[config.mk]
export PLATFORM = sky130hd
export DESIGN_NAME = tcam_prio_enc
export DESIGN_NICKNAME = d
export VERILOG_FILES = /design/src/rtl/tcam_pkg.sv /design/src/rtl/prio16.sv /design/src/rtl/tcam_prio_enc.sv
export SDC_FILE = /design/constraint.sdc
export NUM_CORES = 1
export LEC_CHECK = 0
export ABC_AREA = 1
export CAP_MARGIN = 20
export CORE_AREA = 2 2 133 200
export CTS_CLUSTER_SIZE = 24
export DETAILED_ROUTE_END_ITERATION = 6
export DIE_AREA = 0 0 135 202
export PLACE_DENSITY_LB_ADDON = 0.3
export SKIP_LAST_GASP = 1
export SYNTH_ARGS = -nofsm -noshare
export SYNTH_HDL_FRONTEND = slang
export SYNTH_HIERARCHICAL = 1
export SYNTH_SLANG_ARGS = --single-unit
export TNS_END_PERCENT = 50
[constraint.sdc]
create_clock -name clk -period 2.7 [get_ports clk]
set_input_delay 0.54 -clock clk [delete_from_list [all_inputs] [get_ports clk]]
set_output_delay 0.54 -clock clk [all_outputs]
set_load 0.01 [all_outputs]
[src/rtl/tcam_pkg.sv]
`default_nettype none
// ============================================================================
// Module      : tcam_pkg
// Description : Shared sizing constants for the TCAM array and its encoder.
// Revision    : 1.0 - initial release
// ============================================================================
package tcam_pkg;
    localparam int N_ENTRIES = 256;
    localparam int ADDR_W    = 8;
    localparam int GROUP_W   = 16;
    localparam int N_GROUPS  = 16;
    localparam int CNT_W     = 16;
endpackage
`default_nettype wire

[src/rtl/prio16.sv]
`default_nettype none
// ============================================================================
// Module      : prio16
// Description : 16-bit lowest-set-bit encoder with hit and multi flags.
// Revision    : 1.0 - initial release
// ============================================================================
module prio16 (
    input  logic [15:0] vec,
    output logic        hit,
    output logic [3:0]  idx,
    output logic        multi
);

    // Scan downwards so the lowest set bit is the last one written.
    always_comb begin
        idx = 4'd0;
        for (int i = 15; i >= 0; i--) begin
            if (vec[i]) idx = 4'(i);
        end
    end

    assign hit   = |vec;
    assign multi = |(vec & (vec - 16'd1));

endmodule
`default_nettype wire

[src/rtl/tcam_prio_enc.sv]
`default_nettype none
// ============================================================================
// Module      : tcam_prio_enc
// Description : Two-stage valid/ready priority encoder for TCAM match lines,
//               with saturating hit/miss statistics.
// Revision    : 1.0 - initial release
// ============================================================================
module tcam_prio_enc #(
    parameter int N_ENTRIES = tcam_pkg::N_ENTRIES,
    parameter int GROUP_W   = tcam_pkg::GROUP_W,
    parameter int CNT_W     = tcam_pkg::CNT_W
) (
    input  logic                        clk,
    input  logic                        rst,
    input  logic                        in_valid,
    output logic                        in_ready,
    input  logic [N_ENTRIES-1:0]        match,
    output logic                        out_valid,
    input  logic                        out_ready,
    output logic                        out_hit,
    output logic [tcam_pkg::ADDR_W-1:0] out_addr,
    output logic                        out_multi,
    input  logic                        cnt_clr,
    output logic [CNT_W-1:0]            hit_cnt,
    output logic [CNT_W-1:0]            miss_cnt
);
    import tcam_pkg::*;

    localparam int c_ngroups = N_ENTRIES / GROUP_W;

    logic                         w_s1_adv;
    logic                         w_s2_adv;
    logic                         w_out_hs;
    logic [c_ngroups-1:0]         w_g_hit;
    logic [c_ngroups-1:0][3:0]    w_g_idx;
    logic [c_ngroups-1:0]         w_g_multi;
    logic                         w_sel_hit;
    logic [3:0]                   w_sel_grp;
    logic                         w_sel_multi;
    logic [ADDR_W-1:0]            w_addr;
    logic                         w_multi;

    logic                         r_s1_valid;
    logic [c_ngroups-1:0]         r_g_hit;
    logic [c_ngroups-1:0][3:0]    r_g_idx;
    logic [c_ngroups-1:0]         r_g_multi;
    logic                         r_out_valid;
    logic                         r_out_hit;
    logic [ADDR_W-1:0]            r_out_addr;
    logic                         r_out_multi;
    logic [CNT_W-1:0]             r_hit_cnt;
    logic [CNT_W-1:0]             r_miss_cnt;

    assign w_s2_adv = !r_out_valid || out_ready;
    assign w_s1_adv = !r_s1_valid || w_s2_adv;
    assign w_out_hs = r_out_valid && out_ready;

    generate
        for (genvar gi = 0; gi < c_ngroups; gi++) begin : g_grp
            prio16 u_grp (
                .vec   (match[gi*GROUP_W +: GROUP_W]),
                .hit   (w_g_hit[gi]),
                .idx   (w_g_idx[gi]),
                .multi (w_g_multi[gi])
            );
        end
    endgenerate

    always_ff @(posedge clk) begin
        if (rst) begin
            r_s1_valid <= 1'b0;
            r_g_hit    <= '0;
            r_g_idx    <= '0;
            r_g_multi  <= '0;
        end else if (w_s1_adv) begin
            r_s1_valid <= in_valid;
            if (in_valid) begin
                r_g_hit   <= w_g_hit;
                r_g_idx   <= w_g_idx;
                r_g_multi <= w_g_multi;
            end
        end
    end

    // Same encoder, now choosing the lowest hitting group.
    prio16 u_sel (
        .vec   (r_g_hit),
        .hit   (w_sel_hit),
        .idx   (w_sel_grp),
        .multi (w_sel_multi)
    );

    assign w_addr  = w_sel_hit ? {w_sel_grp, r_g_idx[w_sel_grp]} : '0;
    assign w_multi = w_sel_hit && (w_sel_multi || r_g_multi[w_sel_grp]);

    always_ff @(posedge clk) begin
        if (rst) begin
            r_out_valid <= 1'b0;
            r_out_hit   <= 1'b0;
            r_out_addr  <= '0;
            r_out_multi <= 1'b0;
        end else if (w_s2_adv) begin
            r_out_valid <= r_s1_valid;
            if (r_s1_valid) begin
                r_out_hit   <= w_sel_hit;
                r_out_addr  <= w_addr;
                r_out_multi <= w_multi;
            end
        end
    end

    always_ff @(posedge clk) begin
        if (rst || cnt_clr) begin
            r_hit_cnt  <= '0;
            r_miss_cnt <= '0;
        end else if (w_out_hs) begin
            if (r_out_hit) begin
                if (r_hit_cnt != '1) r_hit_cnt <= r_hit_cnt + CNT_W'(1);
            end else begin
                if (r_miss_cnt != '1) r_miss_cnt <= r_miss_cnt + CNT_W'(1);
            end
        end
    end

    assign in_ready  = w_s1_adv;
    assign out_valid = r_out_valid;
    assign out_hit   = r_out_hit;
    assign out_addr  = r_out_addr;
    assign out_multi = r_out_multi;
    assign hit_cnt   = r_hit_cnt;
    assign miss_cnt  = r_miss_cnt;

endmodule
`default_nettype wire

==> out/qor.txt <==
Status -> complete, no violations
Routed via count -> 15,372
Tmin final -> 2.56 ns
Vias per inst -> 5.36
Leak pwr -> 7.41 nW
CP required -> 3.08 ns
Initial Util -> 51.5%
DP Wirelength -> 31,800 um
Synthesis-to-finish area growth -> 31.3%
Layout cells sized above 1 -> 13.5%
Critical Path Start -> r_g_hit[14]$_SDFFE_PP0P_
Met3 WL -> 2050 um
Setup ws final -> 0.144 ns
XOR/XNOR share of the synthesized area -> 0.865%
Worst reg2reg path startpoint -> r_g_hit[14]$_SDFFE_PP0P_
Final Hold Viols -> 0
Compound-Gate Fraction of Synth Area -> 19.4%
Avg Synthesized Cell Area -> 5.92 um2
GP Congestion -> 0.917
Largest net degree at the start of global routing -> 59
Pins Over Slew Limit -> 0
Setup violators final -> 0
Most used cell, CP -> nand2_1
Min-delay worst type -> flip-flop to flip-flop
Worst-margin pin slew -> 0.520 ns
Post-Route M1 WL -> 14,500 um
Post-Route WL -> 39,800 um
Family with the most delay on the worst path -> simple AND/OR/NAND/NOR gates
Final worst-path cycle share -> 94.7%
Area leader, netlist -> dfxtp_1
Clock Tree Root -> clkbuf_16
YS warnings -> 6
Power density cells -> 375 nW/um2
H-tree levels -> 4
Seq/Total Area, Yosys -> 21.3%
Initial antenna violation count -> 0
Max transition margin -> 65.3%
Chip width -> 135 um
DR iter-0 viols -> 752
Post-synth top area share -> 21.3%
Crit Path Category -> flip-flop to flip-flop
DRC errors left -> 0
Grt ovf -> 0
Multi-input logic area -> 8930 um2
Crit path depth -> 23
Core area -> 25,600 um2
Worst skew pair latency -> 0.43 ns
GRT Overall Usage -> 28.4%
Syn nets -> 2,488
CTS tree -> yes
Vias in the first global route -> 14,848
Worst-path fanout max -> 6
CP arrival -> 2.94 ns
DR WL met2 -> 21,700 um
Tot Pwr -> 6.49 mW
Mux contribution to synthesized area -> 0%
DIE AREA -> 27,300 um2
Async set-reset flop share out of synthesis -> 0%
RSZ-0062 raised after global routing -> true
Post-synth EDFFs -> 0
Largest family of logic cells by synthesized area -> simple AND/OR/NAND/NOR gates
CP endpoint -> out_addr[2]$_SDFFE_PP0P_
Synth cell types -> 40
Adder-Cell Fraction of Synth Area -> 0.190%
Synth area leaders -> dfxtp_1, nand2_1, nor2_1
Post-synth top flop -> dfxtp_1
Register-to-Register Setup Slack -> 0.14 ns
First-pass GRT wire length -> 64,800 um
Clock buffer depth -> 2
Seq cells post-synth -> 140
Setup crit start kind -> flip-flop
WL/cell -> 13.9 um
Highest Signal Layer -> met4
DIE HEIGHT -> 202 um
Critical Path Sink Type -> flip-flop
Dpl ws -> 0.183 ns
Cells after synthesis -> 2,225
Final Net Count -> 2,785
Worst R2R End -> out_addr[2]$_SDFFE_PP0P_
Fmax achieved -> 391 MHz
FP Rows -> 72
IO buf count -> 304
CP max stage cell -> dfxtp_2
# IOs -> 305
Worst Path Buf+Inv -> 4
Cells along the critical path -> inv_2 -> nand2_1 -> nand2_1 -> nand2_1 -> nand2_1 -> nand2_1 -> nand2_1 -> nand2_1 -> nand2_1 -> nand2_1 -> nand2_1 -> nand2_1 -> nand2_1 -> nand2_1 -> a21oi_4 -> buf_12 -> buf_4 -> o21ai_0 -> o211ai_1 -> nand3_1 -> nand3_1 -> nand2_1 -> inv_1
Filler cells -> 2,330
Synthesized area -> 13,200 um2
Post-route ant nets -> 0
Setup TNS -> 0 ns
Ant diodes -> 0
Crit-path max cell delay -> 0.35 ns
CTS clock-pin slew for the worst setup and hold paths -> 0.07 ns
First-pass DRT Iterations -> 7
Reg2Reg Depth -> 23
TritonCTS buffer count -> 17
Maximum Capacitance Violations -> 0
Worst Skew -> 0.0102 ns
Register area -> 2810 um2
VDD IR-drop max -> 390 uV
Clock sink total -> 140
Post-synthesis simple-gate area fraction -> 47.2%
==> synth_stat cells (26+ instances only) <==
cell and instances:
o21ai_0 164, inv_1 296, a31oi_1 34, nand2_1 502, o21ai_1 34, nand3_1 62
nor3_1 43, nor2_2 89, nor2_1 387, a21oi_1 121, nor3_2 52, clkbuf_1 26
dfxtp_1 140, nor2_4 35
==> cells by family (layout without fill, tap and decap cells) <==
logic type | count (synthesis) | after routing
adders and majority gates | 2 | 2
buffers and inverters | 371 | 681
DFF | 140 | 140
and+or+nand+nor | 1256 | 1256
AOI/OAI and AO/OA | 443 | 443
xor gates and xnor gates | 13 | 13
==> through the flow <==
stage | hold WS (ns) | area, um2 | utilization [%] | cells
after global placement | 0.443 | 16500 | 64.7 | 2828
after global routing | 0.486 | 17300 | 67.5 | 2868
after CTS | 0.457 | 17100 | 67.0 | 2860
after detailed placement | 0.448 | 16500 | 64.7 | 2828
final | 0.457 | 17300 | 67.5 | 2868
after floorplan | 0.429 | 13200 | - | 2225
==> worst reg2reg max path, cell delays in order, from the launching register on <==
cell      delay, ns
dfxtp_2        0.35
inv_2          0.07
nand2_1        0.05
nand2_1        0.06
nand2_1        0.05
nand2_1        0.05
nand2_1        0.05
nand2_1        0.05
nand2_1        0.05
nand2_1        0.05
nand2_1        0.05
nand2_1        0.05
nand2_1        0.04
nand2_1        0.07
nand2_1        0.09
a21oi_4        0.31
buf_12         0.15
buf_4          0.15
o21ai_0        0.09
o211ai_1       0.30
nand3_1        0.18
nand3_1        0.10
nand2_1        0.05
inv_1          0.05
==> final cells by class <==
type	count	area share, %
timing repair buffer	328	19.2
multi-input combinational	1714	51.7
clock inverter	15	0.985
inverter	321	7.05
sequential	140	16.3
clock buffer	17	2.46
tap	333	2.41
==> registers in the layout (all words and copies together) (netlist names) <==
register / cells
hit_cnt: 16
miss_cnt: 16
out_addr: 8
out_hit: 1
out_multi: 1
out_valid: 1
r_g_hit: 16
r_g_idx: 64
r_g_multi: 16
r_s1_valid: 1
==> layer usage <==
layer  track usage [%]  vias up
met5                 0        -
met3              4.09      118
met4              12.6        0
met1              28.8     6974
li1                  -     7764
met2              56.1      516
==> cells in the final DEF (no fill, tap or decap), types with 20 or more instances in the layout <==
| cell | netlist | layout |
|---|---|---|
| nor2_1 | 387 | 387 |
| o21ai_1 | 34 | 34 |
| nand4_1 | 23 | 23 |
| a21oi_1 | 121 | 119 |
| dfxtp_1 | 140 | 137 |
| nor3_2 | 52 | 52 |
| nand2_1 | 502 | 501 |
| nor2_4 | 35 | 35 |
| nand2_4 | 19 | 20 |
| o21ai_0 | 164 | 164 |
| inv_2 | 20 | 21 |
| a31oi_1 | 34 | 34 |
| nand3_1 | 62 | 61 |
| nor2_2 | 89 | 89 |
| nor3_1 | 43 | 43 |
| clkdlybuf4s50_1 | 0 | 304 |
| inv_1 | 296 | 295 |
==> what timing repair did <==
action | in CTS | in global routing
endpoints found under the setup margin | 0 | 5
buffers inserted | 0 | 6
gates resized for setup | 0 | 14
hold buffers | 0 | 0
==> worst min path at each step <==
stage	start	to	slack, ns	cells after the start
floorplan	r_g_idx[28]$_SDFFE_PP0P_	r_g_idx[28]$_SDFFE_PP0P_	0.43	2
global placement	r_g_idx[28]$_SDFFE_PP0P_	r_g_idx[28]$_SDFFE_PP0P_	0.44	2
detailed placement	r_g_idx[60]$_SDFFE_PP0P_	r_g_idx[60]$_SDFFE_PP0P_	0.45	2
CTS	r_g_idx[60]$_SDFFE_PP0P_	r_g_idx[60]$_SDFFE_PP0P_	0.46	2
global route	r_g_idx[29]$_SDFFE_PP0P_	r_g_idx[29]$_SDFFE_PP0P_	0.49	2
finish	r_g_idx[29]$_SDFFE_PP0P_	r_g_idx[29]$_SDFFE_PP0P_	0.46	2
==> power by group <==
| group | switching, mW | internal [mW] |
|---|---|---|
| clock network | 1.05 | 1.32 |
| logic | 1.04 | 0.821 |
| registers | 0.0816 | 2.17 |
Note: power is estimated with default switching activity, not from simulation.
